File: src/rtl/rv_enc_pkg.sv
`default_nettype none
// ============================================================================
// Module      : rv_enc_pkg
// Description : Shared types and RV32I encoding constants for the encoder.
// Revision    : 1.0 - initial release
// ============================================================================
package rv_enc_pkg;

    typedef enum logic [3:0] {
        OP_ADD  = 4'd0,
        OP_SUB  = 4'd1,
        OP_XOR  = 4'd2,
        OP_SRL  = 4'd3,
        OP_OR   = 4'd4,
        OP_AND  = 4'd5,
        OP_ADDI = 4'd6,
        OP_LW   = 4'd7,
        OP_SW   = 4'd8,
        OP_BEQ  = 4'd9,
        OP_BLT  = 4'd10,
        OP_JALR = 4'd11
    } op_e;

    localparam logic [6:0] OPC_OP     = 7'b0110011;
    localparam logic [6:0] OPC_OP_IMM = 7'b0010011;
    localparam logic [6:0] OPC_LOAD   = 7'b0000011;
    localparam logic [6:0] OPC_STORE  = 7'b0100011;
    localparam logic [6:0] OPC_BRANCH = 7'b1100011;
    localparam logic [6:0] OPC_JALR   = 7'b1100111;

    localparam logic [2:0] F3_ADD_SUB = 3'b000;
    localparam logic [2:0] F3_XOR     = 3'b100;
    localparam logic [2:0] F3_SRL     = 3'b101;
    localparam logic [2:0] F3_OR      = 3'b110;
    localparam logic [2:0] F3_AND     = 3'b111;
    localparam logic [2:0] F3_ADDI    = 3'b000;
    localparam logic [2:0] F3_LW      = 3'b010;
    localparam logic [2:0] F3_SW      = 3'b010;
    localparam logic [2:0] F3_BEQ     = 3'b000;
    localparam logic [2:0] F3_BLT     = 3'b100;
    localparam logic [2:0] F3_JALR    = 3'b000;

    localparam logic [6:0] F7_BASE    = 7'b0000000;
    localparam logic [6:0] F7_SUB     = 7'b0100000;

    typedef enum logic [1:0] {
        ERR_NONE       = 2'd0,
        ERR_ILLEGAL_OP = 2'd1,
        ERR_IMM_RANGE  = 2'd2,
        ERR_ADDR_OVF   = 2'd3
    } err_code_e;

    typedef enum logic [1:0] {
        ST_IDLE = 2'd0,
        ST_RUN  = 2'd1,
        ST_DONE = 2'd2,
        ST_ERR  = 2'd3
    } state_e;

    // True when imm is representable as a signed 12-bit value (-2048..2047).
    function automatic logic imm_fits_12(input logic [31:0] imm);
        return (imm[31:11] == {21{imm[11]}});
    endfunction

    // Branch offsets: signed 13-bit and halfword aligned (-4096..4094, even).
    function automatic logic imm_fits_b(input logic [31:0] imm);
        return (imm[31:12] == {20{imm[12]}}) && !imm[0];
    endfunction

endpackage
`default_nettype wire

File: src/rtl/rv_inst_encoder_if.sv
`default_nettype none
// ============================================================================
// Module      : rv_inst_encoder_if
// Description : Field-beat input and instruction-memory write bus of the encoder.
// Revision    : 1.0 - initial release
// ============================================================================
interface rv_inst_encoder_if #(
    parameter int ADDR_W = 10
);
    logic              start;
    logic              in_valid;
    logic              in_ready;
    logic [3:0]        in_op;
    logic [4:0]        in_rd;
    logic [4:0]        in_rs1;
    logic [4:0]        in_rs2;
    logic [31:0]       in_imm;
    logic              in_last;
    logic              mem_we;
    logic [ADDR_W-1:0] mem_addr;
    logic [31:0]       mem_wdata;
    logic [ADDR_W:0]   count;
    logic              done;
    logic              err;
    logic [1:0]        err_code;

    modport master (
        output start, in_valid, in_op, in_rd, in_rs1, in_rs2, in_imm, in_last,
        input  in_ready, mem_we, mem_addr, mem_wdata, count, done, err, err_code
    );

    modport slave (
        input  start, in_valid, in_op, in_rd, in_rs1, in_rs2, in_imm, in_last,
        output in_ready, mem_we, mem_addr, mem_wdata, count, done, err, err_code
    );
endinterface
`default_nettype wire

File: src/rtl/rv_inst_pack.sv
`default_nettype none
// ============================================================================
// Module      : rv_inst_pack
// Description : Combinational RV32I field packer with illegal-op and immediate
//               range flags. Range checking enabled by IMM_RANGE_CHK_EN.
// Revision    : 1.0 - initial release
// ============================================================================
module rv_inst_pack
    import rv_enc_pkg::*;
(
    input  wire logic [3:0]  i_op,
    input  wire logic [4:0]  i_rd,
    input  wire logic [4:0]  i_rs1,
    input  wire logic [4:0]  i_rs2,
    input  wire logic [31:0] i_imm,
    output logic      [31:0] o_word,
    output logic             o_illegal,
    output logic             o_imm_bad
);

    logic w_i_fmt;
    logic w_s_fmt;
    logic w_b_fmt;

    always_comb begin
        o_word    = 32'd0;
        o_illegal = 1'b0;
        w_i_fmt   = 1'b0;
        w_s_fmt   = 1'b0;
        w_b_fmt   = 1'b0;
        case (op_e'(i_op))
            OP_ADD:  o_word = {F7_BASE, i_rs2, i_rs1, F3_ADD_SUB, i_rd, OPC_OP};
            OP_SUB:  o_word = {F7_SUB,  i_rs2, i_rs1, F3_ADD_SUB, i_rd, OPC_OP};
            OP_XOR:  o_word = {F7_BASE, i_rs2, i_rs1, F3_XOR,     i_rd, OPC_OP};
            OP_SRL:  o_word = {F7_BASE, i_rs2, i_rs1, F3_SRL,     i_rd, OPC_OP};
            OP_OR:   o_word = {F7_BASE, i_rs2, i_rs1, F3_OR,      i_rd, OPC_OP};
            OP_AND:  o_word = {F7_BASE, i_rs2, i_rs1, F3_AND,     i_rd, OPC_OP};
            OP_ADDI: begin
                w_i_fmt = 1'b1;
                o_word  = {i_imm[11:0], i_rs1, F3_ADDI, i_rd, OPC_OP_IMM};
            end
            OP_LW: begin
                w_i_fmt = 1'b1;
                o_word  = {i_imm[11:0], i_rs1, F3_LW, i_rd, OPC_LOAD};
            end
            OP_JALR: begin
                w_i_fmt = 1'b1;
                o_word  = {i_imm[11:0], i_rs1, F3_JALR, i_rd, OPC_JALR};
            end
            OP_SW: begin
                w_s_fmt = 1'b1;
                o_word  = {i_imm[11:5], i_rs2, i_rs1, F3_SW, i_imm[4:0], OPC_STORE};
            end
            OP_BEQ: begin
                w_b_fmt = 1'b1;
                o_word  = {i_imm[12], i_imm[10:5], i_rs2, i_rs1, F3_BEQ,
                           i_imm[4:1], i_imm[11], OPC_BRANCH};
            end
            OP_BLT: begin
                w_b_fmt = 1'b1;
                o_word  = {i_imm[12], i_imm[10:5], i_rs2, i_rs1, F3_BLT,
                           i_imm[4:1], i_imm[11], OPC_BRANCH};
            end
            default: o_illegal = 1'b1;
        endcase
    end

`ifdef IMM_RANGE_CHK_EN
    assign o_imm_bad = ((w_i_fmt | w_s_fmt) & ~imm_fits_12(i_imm))
                     | (w_b_fmt & ~imm_fits_b(i_imm));
`else
    // Without checking, upper immediate bits and format flags are simply dropped.
    logic w_unused;
    assign w_unused  = ^{i_imm[31:13], w_i_fmt, w_s_fmt, w_b_fmt};
    assign o_imm_bad = 1'b0;
`endif

endmodule
`default_nettype wire

File: src/rtl/rv_inst_encoder.sv
`default_nettype none
// ============================================================================
// Module      : rv_inst_encoder
// Description : Streaming RV32I encoder writing packed words to instruction
//               memory. Optional immediate range check: IMM_RANGE_CHK_EN.
// Revision    : 1.0 - initial release
// ============================================================================
module rv_inst_encoder
    import rv_enc_pkg::*;
#(
    parameter int ADDR_W    = 10,
    parameter int BASE_ADDR = 0
) (
    input  wire logic         clk,
    input  wire logic         rst,
    rv_inst_encoder_if.slave  bus
);

    localparam logic [ADDR_W-1:0] c_base    = ADDR_W'(BASE_ADDR);
    localparam logic [ADDR_W:0]   c_cap     = {1'b1, {ADDR_W{1'b0}}};
    localparam logic [ADDR_W-1:0] c_one_a   = {{(ADDR_W-1){1'b0}}, 1'b1};
    localparam logic [ADDR_W:0]   c_one_c   = {{ADDR_W{1'b0}}, 1'b1};

    state_e            r_state;
    state_e            w_state_nxt;
    logic              r_mem_we;
    logic [ADDR_W-1:0] r_mem_addr;
    logic [ADDR_W-1:0] r_next_addr;
    logic [31:0]       r_mem_wdata;
    logic [ADDR_W:0]   r_count;
    err_code_e         r_err_code;

    logic [31:0]       w_word;
    logic              w_illegal;
    logic              w_imm_bad;
    logic              w_accept;
    logic              w_ovf;
    logic              w_fault;
    logic              w_write;
    logic              w_arm;
    err_code_e         w_err_sel;

    rv_inst_pack u_pack (
        .i_op      (bus.in_op),
        .i_rd      (bus.in_rd),
        .i_rs1     (bus.in_rs1),
        .i_rs2     (bus.in_rs2),
        .i_imm     (bus.in_imm),
        .o_word    (w_word),
        .o_illegal (w_illegal),
        .o_imm_bad (w_imm_bad)
    );

    assign w_accept = bus.in_valid & (r_state == ST_RUN);
    assign w_ovf    = (r_count == c_cap);
    assign w_fault  = w_illegal | w_imm_bad | w_ovf;
    assign w_write  = w_accept & ~w_fault;
    assign w_arm    = bus.start & (r_state != ST_RUN);

    // Faults are prioritised: illegal op, then immediate range, then overflow.
    always_comb begin
        w_err_sel = ERR_ADDR_OVF;
        if (w_illegal) begin
            w_err_sel = ERR_ILLEGAL_OP;
        end else if (w_imm_bad) begin
            w_err_sel = ERR_IMM_RANGE;
        end
    end

    always_ff @(posedge clk) begin
        if (rst) begin
            r_state <= ST_IDLE;
        end else begin
            r_state <= w_state_nxt;
        end
    end

    always_comb begin
        w_state_nxt = r_state;
        case (r_state)
            ST_IDLE, ST_DONE, ST_ERR: begin
                if (bus.start) begin
                    w_state_nxt = ST_RUN;
                end
            end
            ST_RUN: begin
                if (w_accept) begin
                    if (w_fault) begin
                        w_state_nxt = ST_ERR;
                    end else if (bus.in_last) begin
                        w_state_nxt = ST_DONE;
                    end
                end
            end
            default: w_state_nxt = ST_IDLE;
        endcase
    end

    // mem_addr shows the address of the most recent write; r_next_addr leads it.
    always_ff @(posedge clk) begin
        if (rst) begin
            r_mem_we    <= 1'b0;
            r_mem_addr  <= c_base;
            r_next_addr <= c_base;
            r_mem_wdata <= 32'd0;
            r_count     <= '0;
            r_err_code  <= ERR_NONE;
        end else begin
            r_mem_we <= w_write;
            if (w_arm) begin
                r_mem_addr  <= c_base;
                r_next_addr <= c_base;
                r_count     <= '0;
                r_err_code  <= ERR_NONE;
            end else if (w_write) begin
                r_mem_addr  <= r_next_addr;
                r_next_addr <= r_next_addr + c_one_a;
                r_mem_wdata <= w_word;
                r_count     <= r_count + c_one_c;
            end else if (w_accept) begin
                r_err_code  <= w_err_sel;
            end
        end
    end

    assign bus.in_ready  = (r_state == ST_RUN);
    assign bus.mem_we    = r_mem_we;
    assign bus.mem_addr  = r_mem_addr;
    assign bus.mem_wdata = r_mem_wdata;
    assign bus.count     = r_count;
    assign bus.done      = (r_state == ST_DONE);
    assign bus.err       = (r_state == ST_ERR);
    assign bus.err_code  = r_err_code;

endmodule
`default_nettype wire

File: src/flat_wrapper.sv
// flat-port wrapper written by rule: the top's interface ports become plain ports
module rv_inst_encoder_flat import rv_enc_pkg::*;
#(
    parameter int ADDR_W    = 10,
    parameter int BASE_ADDR = 0
)
  (clk, rst, bus_start, bus_in_valid, bus_in_op, bus_in_rd, bus_in_rs1, bus_in_rs2, bus_in_imm, bus_in_last, bus_in_ready, bus_mem_we, bus_mem_addr, bus_mem_wdata, bus_count, bus_done, bus_err, bus_err_code);
  rv_inst_encoder_if #(.ADDR_W(ADDR_W)) bus_i ();
  input  wire logic clk;
  input  wire logic rst;
  input wire logic [$bits(bus_i.start)-1:0] bus_start;
  input wire logic [$bits(bus_i.in_valid)-1:0] bus_in_valid;
  input wire logic [$bits(bus_i.in_op)-1:0] bus_in_op;
  input wire logic [$bits(bus_i.in_rd)-1:0] bus_in_rd;
  input wire logic [$bits(bus_i.in_rs1)-1:0] bus_in_rs1;
  input wire logic [$bits(bus_i.in_rs2)-1:0] bus_in_rs2;
  input wire logic [$bits(bus_i.in_imm)-1:0] bus_in_imm;
  input wire logic [$bits(bus_i.in_last)-1:0] bus_in_last;
  output wire logic [$bits(bus_i.in_ready)-1:0] bus_in_ready;
  output wire logic [$bits(bus_i.mem_we)-1:0] bus_mem_we;
  output wire logic [$bits(bus_i.mem_addr)-1:0] bus_mem_addr;
  output wire logic [$bits(bus_i.mem_wdata)-1:0] bus_mem_wdata;
  output wire logic [$bits(bus_i.count)-1:0] bus_count;
  output wire logic [$bits(bus_i.done)-1:0] bus_done;
  output wire logic [$bits(bus_i.err)-1:0] bus_err;
  output wire logic [$bits(bus_i.err_code)-1:0] bus_err_code;
  assign bus_i.start = bus_start;
  assign bus_i.in_valid = bus_in_valid;
  assign bus_i.in_op = bus_in_op;
  assign bus_i.in_rd = bus_in_rd;
  assign bus_i.in_rs1 = bus_in_rs1;
  assign bus_i.in_rs2 = bus_in_rs2;
  assign bus_i.in_imm = bus_in_imm;
  assign bus_i.in_last = bus_in_last;
  assign bus_in_ready = bus_i.in_ready;
  assign bus_mem_we = bus_i.mem_we;
  assign bus_mem_addr = bus_i.mem_addr;
  assign bus_mem_wdata = bus_i.mem_wdata;
  assign bus_count = bus_i.count;
  assign bus_done = bus_i.done;
  assign bus_err = bus_i.err;
  assign bus_err_code = bus_i.err_code;
  rv_inst_encoder #(.ADDR_W(ADDR_W), .BASE_ADDR(BASE_ADDR)) u_core (.clk(clk), .rst(rst), .bus(bus_i));
endmodule
File: config.mk
export PLATFORM = sky130hd
export DESIGN_NAME = rv_inst_encoder_flat
export DESIGN_NICKNAME = d
export VERILOG_FILES = /design/src/rtl/rv_enc_pkg.sv /design/src/rtl/rv_inst_encoder_if.sv /design/src/rtl/rv_inst_pack.sv /design/src/rtl/rv_inst_encoder.sv /design/src/flat_wrapper.sv
export SDC_FILE = /design/constraint.sdc
export NUM_CORES = 1
export LEC_CHECK = 0
export ABC_AREA = 1
export CAP_MARGIN = 30
export CORE_MARGIN = 10
export CORE_UTILIZATION = 48
export DETAILED_ROUTE_END_ITERATION = 8
export PLACE_DENSITY = 0.86
export SYNTH_ARGS = -nofsm -noshare
export SYNTH_HDL_FRONTEND = slang
export SYNTH_SLANG_ARGS = --single-unit
export TNS_END_PERCENT = 1
File: constraint.sdc
create_clock -name clk -period 2.3 [get_ports clk]
set_input_delay 0.345 -clock clk [delete_from_list [all_inputs] [get_ports clk]]
set_output_delay 0.345 -clock clk [all_outputs]
set_load 0.005 [all_outputs]
After elaboration in Yosys (flattened, before gate mapping)
Index checks and enable logic that the tools add are counted.
{"block": "totals", "ff_bits": 68, "out_inout_bits": 59, "memories": 0, "elab_cells": 51, "in_bits": 56, "latchBits": 0, "ram_bits": 0, "mem_bits_ro": 0}
{"block": "classes", "addsub": 2, "n_shift": 0, "multipliers": 0, "n_mux": 8, "order_cmp": 0, "div": 0, "reduce_logical": 8, "bitwise": 7, "n_eq_ne": 19}
{"cell": "one-hot mux 32 bit (12 select lines)", "count": 1}
{"cell": "equality test 4 x 3 -> 1 bit, second input constant", "count": 4}
{"cell": "equality test 4 bit, second input constant", "count": 4}
{"cell": "OR reduction 12 bit", "count": 1}
{"cell": "adder 11 x 1 -> 11 bit, second input constant", "count": 1}
{"cell": "equality test 11 bit, second input constant", "count": 1}
{"cell": "adder 10 x 1 -> 10 bit, second input constant", "count": 1}
{"cell": "2-to-1 mux 2 bit", "count": 5}
{"cell": "equality test 4 x 2 -> 1 bit, second input constant", "count": 2}
{"cell": "equality test 2 bit, second input constant", "count": 2}
{"cell": "equality test 4 x 1 -> 1 bit, second input constant", "count": 1}
{"cell": "logical NOT 4 bit", "count": 1}
{"cell": "inequality test 2 x 1 -> 1 bit, second input constant", "count": 2}
{"cell": "one-hot mux 2 bit (2 select lines)", "count": 1}
{"cell": "AND reduction 2 bit", "count": 2}
{"cell": "bitwise AND 1 bit", "count": 3}
{"cell": "inequality test 3 x 2 -> 1 bit, second input constant", "count": 1}
{"cell": "inverter 1 bit", "count": 3}
{"cell": "AND reduction 3 bit", "count": 1}
{"cell": "OR reduction 3 bit", "count": 1}
{"cell": "equality test 2 x 1 -> 1 bit, second input constant", "count": 1}
{"cell": "logical NOT 2 bit", "count": 1}
{"cell": "inequality test 2 bit, second input constant", "count": 1}
{"cell": "OR reduction 2 bit", "count": 1}
{"cell": "other kinds (2)", "count": 2}

Depth between registers and ports, before layout
{"block": "depth", "word_depth": 8, "ltp_mapped": 10, "depth_no_buf": 9}

By module
From an unflattened synthesis, not the netlist that was laid out.
{"block": "hier_totals", "cells_unflattened": 525, "hier_area_um2": 3651.0}
{"mod": "rv_inst_encoder", "cells_each": 424, "seq_area_each_um2": 1361.3, "area_per_inst_um2": 3158.0, "n_inst": 1}
{"mod": "rv_inst_pack", "cells_each": 101, "seq_area_each_um2": 0.0, "area_per_inst_um2": 493.0, "n_inst": 1}

Least setup slack after synthesis
Ideal clock, no wire load.
{"block": "synth_timing", "kind": "register -> register", "startpoint": "register u_core.r_count[0] (netlist: u_core.bus.count[0])", "endpoint": "register u_core.r_mem_addr[5] (netlist: u_core.bus.mem_addr[5])", "path_stages_with_launch": 11, "period_less_slack_ns": 1.447, "arrival_ns": 1.377, "required_time_ns": 2.230, "path_slack_ns": 0.853, "path_buffers": 1, "path_cell_list": "dfxtp_1 > inv_1 > ha_1 > nand2_1 > nor2_1 > nand2_2 > nand3_4 > inv_4 > buf_6 > nand2_1 > a21oi_1"}
{"block": "synth_via", "elab_chain_len": 4}
{"item": "start, declared", "line": "rv_inst_encoder.sv:30", "rtl": "logic [ADDR_W:0] r_count;"}
{"item": "start signal, assigned", "line": "rv_inst_encoder.sv:119", "rtl": "r_count <= r_count + c_one_c;"}
{"item": "equality test 11 bit", "line": "rv_inst_encoder.sv:55", "rtl": "assign w_ovf = (r_count == c_cap);"}
{"item": "bitwise OR 1 bit", "line": "rv_inst_encoder.sv:56", "rtl": "assign w_fault = w_illegal | w_imm_bad | w_ovf;"}
{"item": "inverter 1 bit", "line": "rv_inst_encoder.sv:57", "rtl": "assign w_write = w_accept & ~w_fault;"}
{"item": "bitwise AND 1 bit", "line": "rv_inst_encoder.sv:57"}
{"item": "end signal, assigned", "line": "rv_inst_encoder.sv:103", "rtl": "r_mem_addr <= c_base;"}
{"item": "end signal, assigned", "line": "rv_inst_encoder.sv:111", "rtl": "r_mem_addr <= c_base;"}
{"item": "end signal, assigned", "line": "rv_inst_encoder.sv:116", "rtl": "r_mem_addr <= r_next_addr;"}
{"item": "end, declared", "line": "rv_inst_encoder.sv:27", "rtl": "logic [ADDR_W-1:0] r_mem_addr;"}
No other way between the ends.
A chain may end at the register's enable or synchronous reset.

Final worst setup path
{"block": "layout_timing", "startpoint": "register u_core.r_count[0] (netlist: u_core.bus.count[0])", "endpoint": "register u_core.r_mem_addr[7] (netlist: u_core.bus.mem_addr[7])"}
Same word-level chain as after synthesis.

==> run_results.csv <==
group,metric,value,unit
cells_and_area,fillers,542,
timing,clock_skew,0.0103,ns
run,cap_violations,0,
timing,setup_viol,0,
setup_path,setup.worst_path.start,"u_core.bus.count[0]",
placement,portBuffers,94,
route,ant_nets,0,
floorplan,io_pins,115,
clocking,cts_buffers,9,
setup_path,crit_type,"register to register",
floorplan,row_count,29,
power,power.net_switching,673,uW
power,clock_power_share,40.0,%
synthesis,synth-seq-area-share,42.4,%
clocking,clk_pin_slew,0.08,ns
power,finalPower,2.49,mW
cells_and_area,diodes,0,
timing,max_freq,0.510,GHz
cells_and_area,mostFrequentLayoutCells,"nand2_1 (203), clkdlybuf4s50_1 (94), dfxtp_1 (66), a21oi_1 (60), nor2_1 (26)",
setup_path,worstPathRequired,2.57,ns
timing,period_minus_slack,1.96,ns
setup_path,end_kind,"register",
cells_and_area,final_common_cell,"nand2_1",
clocking,cts.repair.resized,0,
placement,dp_hpwl,6220,um
setup_path,path_max_fanout,31,
power,powerDensity,583,mW/mm2
grt,grt_pass1_wl,14200,um
grt,grt_use_total,17.0,%
placement,gp_congestion,0.838,
power,p_leak,1.62,nW
floorplan,fp.coreArea,0.00631,mm2
hold_path,min_from,"u_core.bus.err_code[1]",
power,vdd_drop_max,0.000487,V
cells_and_area,layout-drive-gt1-share,5.75,%
hold_path,worstHoldPathType,"register to register",
synthesis,yosys_warnings,0,
clocking,hold_buffers,0,
clocking,cts_buffer_depth,2,
setup_path,r2r_start,"u_core.bus.count[0]",
power,p_int,1.81,mW
route,drt_iter0_markers,89,
synthesis,ys_types,24,
clocking,htree_levels,3,
clocking,insertion_delay,0.36,ns
clocking,clock_sinks,66,
timing,worstMarginPinSlew,0.948,ns
synthesis,synth_cells,462,
synthesis,avgSynthCellArea,6.75,um2
floorplan,die_x,101,um
setup_path,max_stage_delay,0.44,ns
timing,rsz0062_at_grt,"no",
route,drt_wl_total,8420,um
synthesis,ys_ff_latch,66,
setup_path,crit_top_cell,"nand2_1",
timing,finalMaxSlewViolations,0,
grt,grt_pass1_vias,3155,
power,seq_power_share,47.5,%
outcome,status,"finished, final reports clean",
setup_path,startpoint_type,"register",
route,first_pass_iters,6,
setup_path,path_cells,"inv_1, ha_1, nand2_1, nor2_1, nand2_2, nand3_4, inv_4, buf_12, nand2_1, a21oi_1",
grt,antenna_found_initial,0,
grt,grt_max_degree,33,
floorplan,die_area,0.0101,mm2
timing,fin_crit_sh,85.3,%
clocking,cts_root_buf,"clkbuf_8",
route,wl_per_cell,13.3,um
cells_and_area,layout.nets,611,
timing,finalSetupTns,0,ns
setup_path,cp.arrival,2.23,ns
timing,hold_violations,0,
clocking,cts_tree,"yes",
floorplan,die_h,101,um
synthesis,syn-num-nets,521,
route,vias_per_cell,4.98,
power,swShare,27.1,%
route,vias,3159,
synthesis,syn-cell-area,0.00312,mm2
floorplan,initial_core_util,49.4,%
route,drc,0,
timing,slew-limit-headroom,36.7,%
cells_and_area,area_growth,37.0,%
grt,grt_overflow,0,
setup_path,slowest_stage,"dfxtp_1",
power,comb_power_share,12.5,%
clocking,postCtsSetupRepairBufs,0,
state kept, by name, summed over array words and instances (netlist names):
register	flops
u_core.bus.mem_we	1
u_core.bus.mem_addr	10
u_core.bus.count	11
u_core.r_state	2
u_core.bus.mem_wdata	30
u_core.r_next_addr	10
u_core.bus.err_code	2
layer usage:
metal / share of wire [%] / routed length [um] / GRT usage, %
met3: 9.2 / 778 / 8.16
met2: 50 / 4170 / 28.7
met5: 0 / 0 / 0
met4: 1.7 / 143 / 7.39
met1: 39 / 3320 / 17.6
logic make-up after synthesis:
logic type | Yosys count | share of synthesized area [%]
buffers and inverters | 51 | 8.19
other | 1 | 0.120
XOR/XNOR | 14 | 3.93
adder cells (fa/ha/maj) | 3 | 1.20
flip-flops | 66 | 42.4
AO/OA/AOI/OAI | 69 | 11.3
AND/OR/NAND/NOR | 258 | 32.9
cell type report:
class                      instances  area [um2]  share of cell area, %
multi-input combinational        345        1540                   36.1
sequential                        66        1320                   30.9
timing repair buffer              99         991                   23.2
clock buffer                       9         124                   2.90
inverter                          31         119                   2.78
tap                               77        96.3                   2.26
clock inverter                     7        77.6                   1.82
Yosys cell counts:
cell	n	area, um2
buf_6	5	56.3
nor2_2	1	6.26
nand3_1	22	110
ha_1	3	37.5
nand4_1	3	18.8
nand2_2	2	12.5
o21ai_0	2	10.0
a22oi_1	1	7.51
nand3_4	1	17.5
o2111ai_1	1	8.76
buf_2	4	20.0
nand2_1	203	762
dfxtp_1	66	1320
inv_1	24	90.1
inv_4	1	6.26
a21oi_1	60	300
conb_1	1	3.75
buf_4	5	37.5
xor2_1	11	96.3
o21ai_1	5	25.0
inv_2	6	22.5
nor2_1	26	97.6
xnor2_1	3	26.3
clkbuf_1	6	22.5
worst paths after layout:
path	to	slack [ns]	cells after the start
hold / removal	u_core.bus.err_code[1]	0.46	2
setup / recovery	u_core.bus.mem_addr[7]	0.34	10
hold reg to reg	u_core.bus.err_code[1]	0.46	2
setup reg to reg	u_core.bus.mem_addr[7]	0.34	10
worst max-delay path, delay by kind of cell (launching register included):
| family | cells | cell delay (ns) |
|---|---|---|
| buffers and inverters | 3 | 0.60 |
| AND/OR/NAND/NOR | 5 | 0.49 |
| flip-flops | 1 | 0.44 |
| adder cells (fa/ha/maj) | 1 | 0.21 |
| AO/OA/AOI/OAI | 1 | 0.14 |
power groups by stage:
stage | logic, mW | clock network [mW] | registers [mW]
4_1_cts | 0.313 | 1.01 | 1.18
5_1_grt | 0.347 | 1.06 | 1.18
3_3_place_gp | 0.307 | 0 | 1.21
3_5_place_dp | 0.312 | 0 | 1.21
6_report | 0.311 | 0.995 | 1.18
2_1_floorplan | 0.167 | 0 | 1.21
per-stage QoR:
stage / setup slack [ns] / hold WS [ns] / util (%) / std cells / instance area [um2]
after floorplan: 0.853 / 0.444 / - / 462 / 3120
after global placement: 0.265 / 0.442 / 64.4 / 618 / 4070
after detailed placement: 0.227 / 0.449 / 64.4 / 618 / 4070
after CTS: 0.349 / 0.460 / 67.6 / 634 / 4270
after global routing: 0.123 / 0.483 / 67.6 / 634 / 4270
final: 0.338 / 0.459 / 67.6 / 634 / 4270
Power figures use the tool's default switching activity.
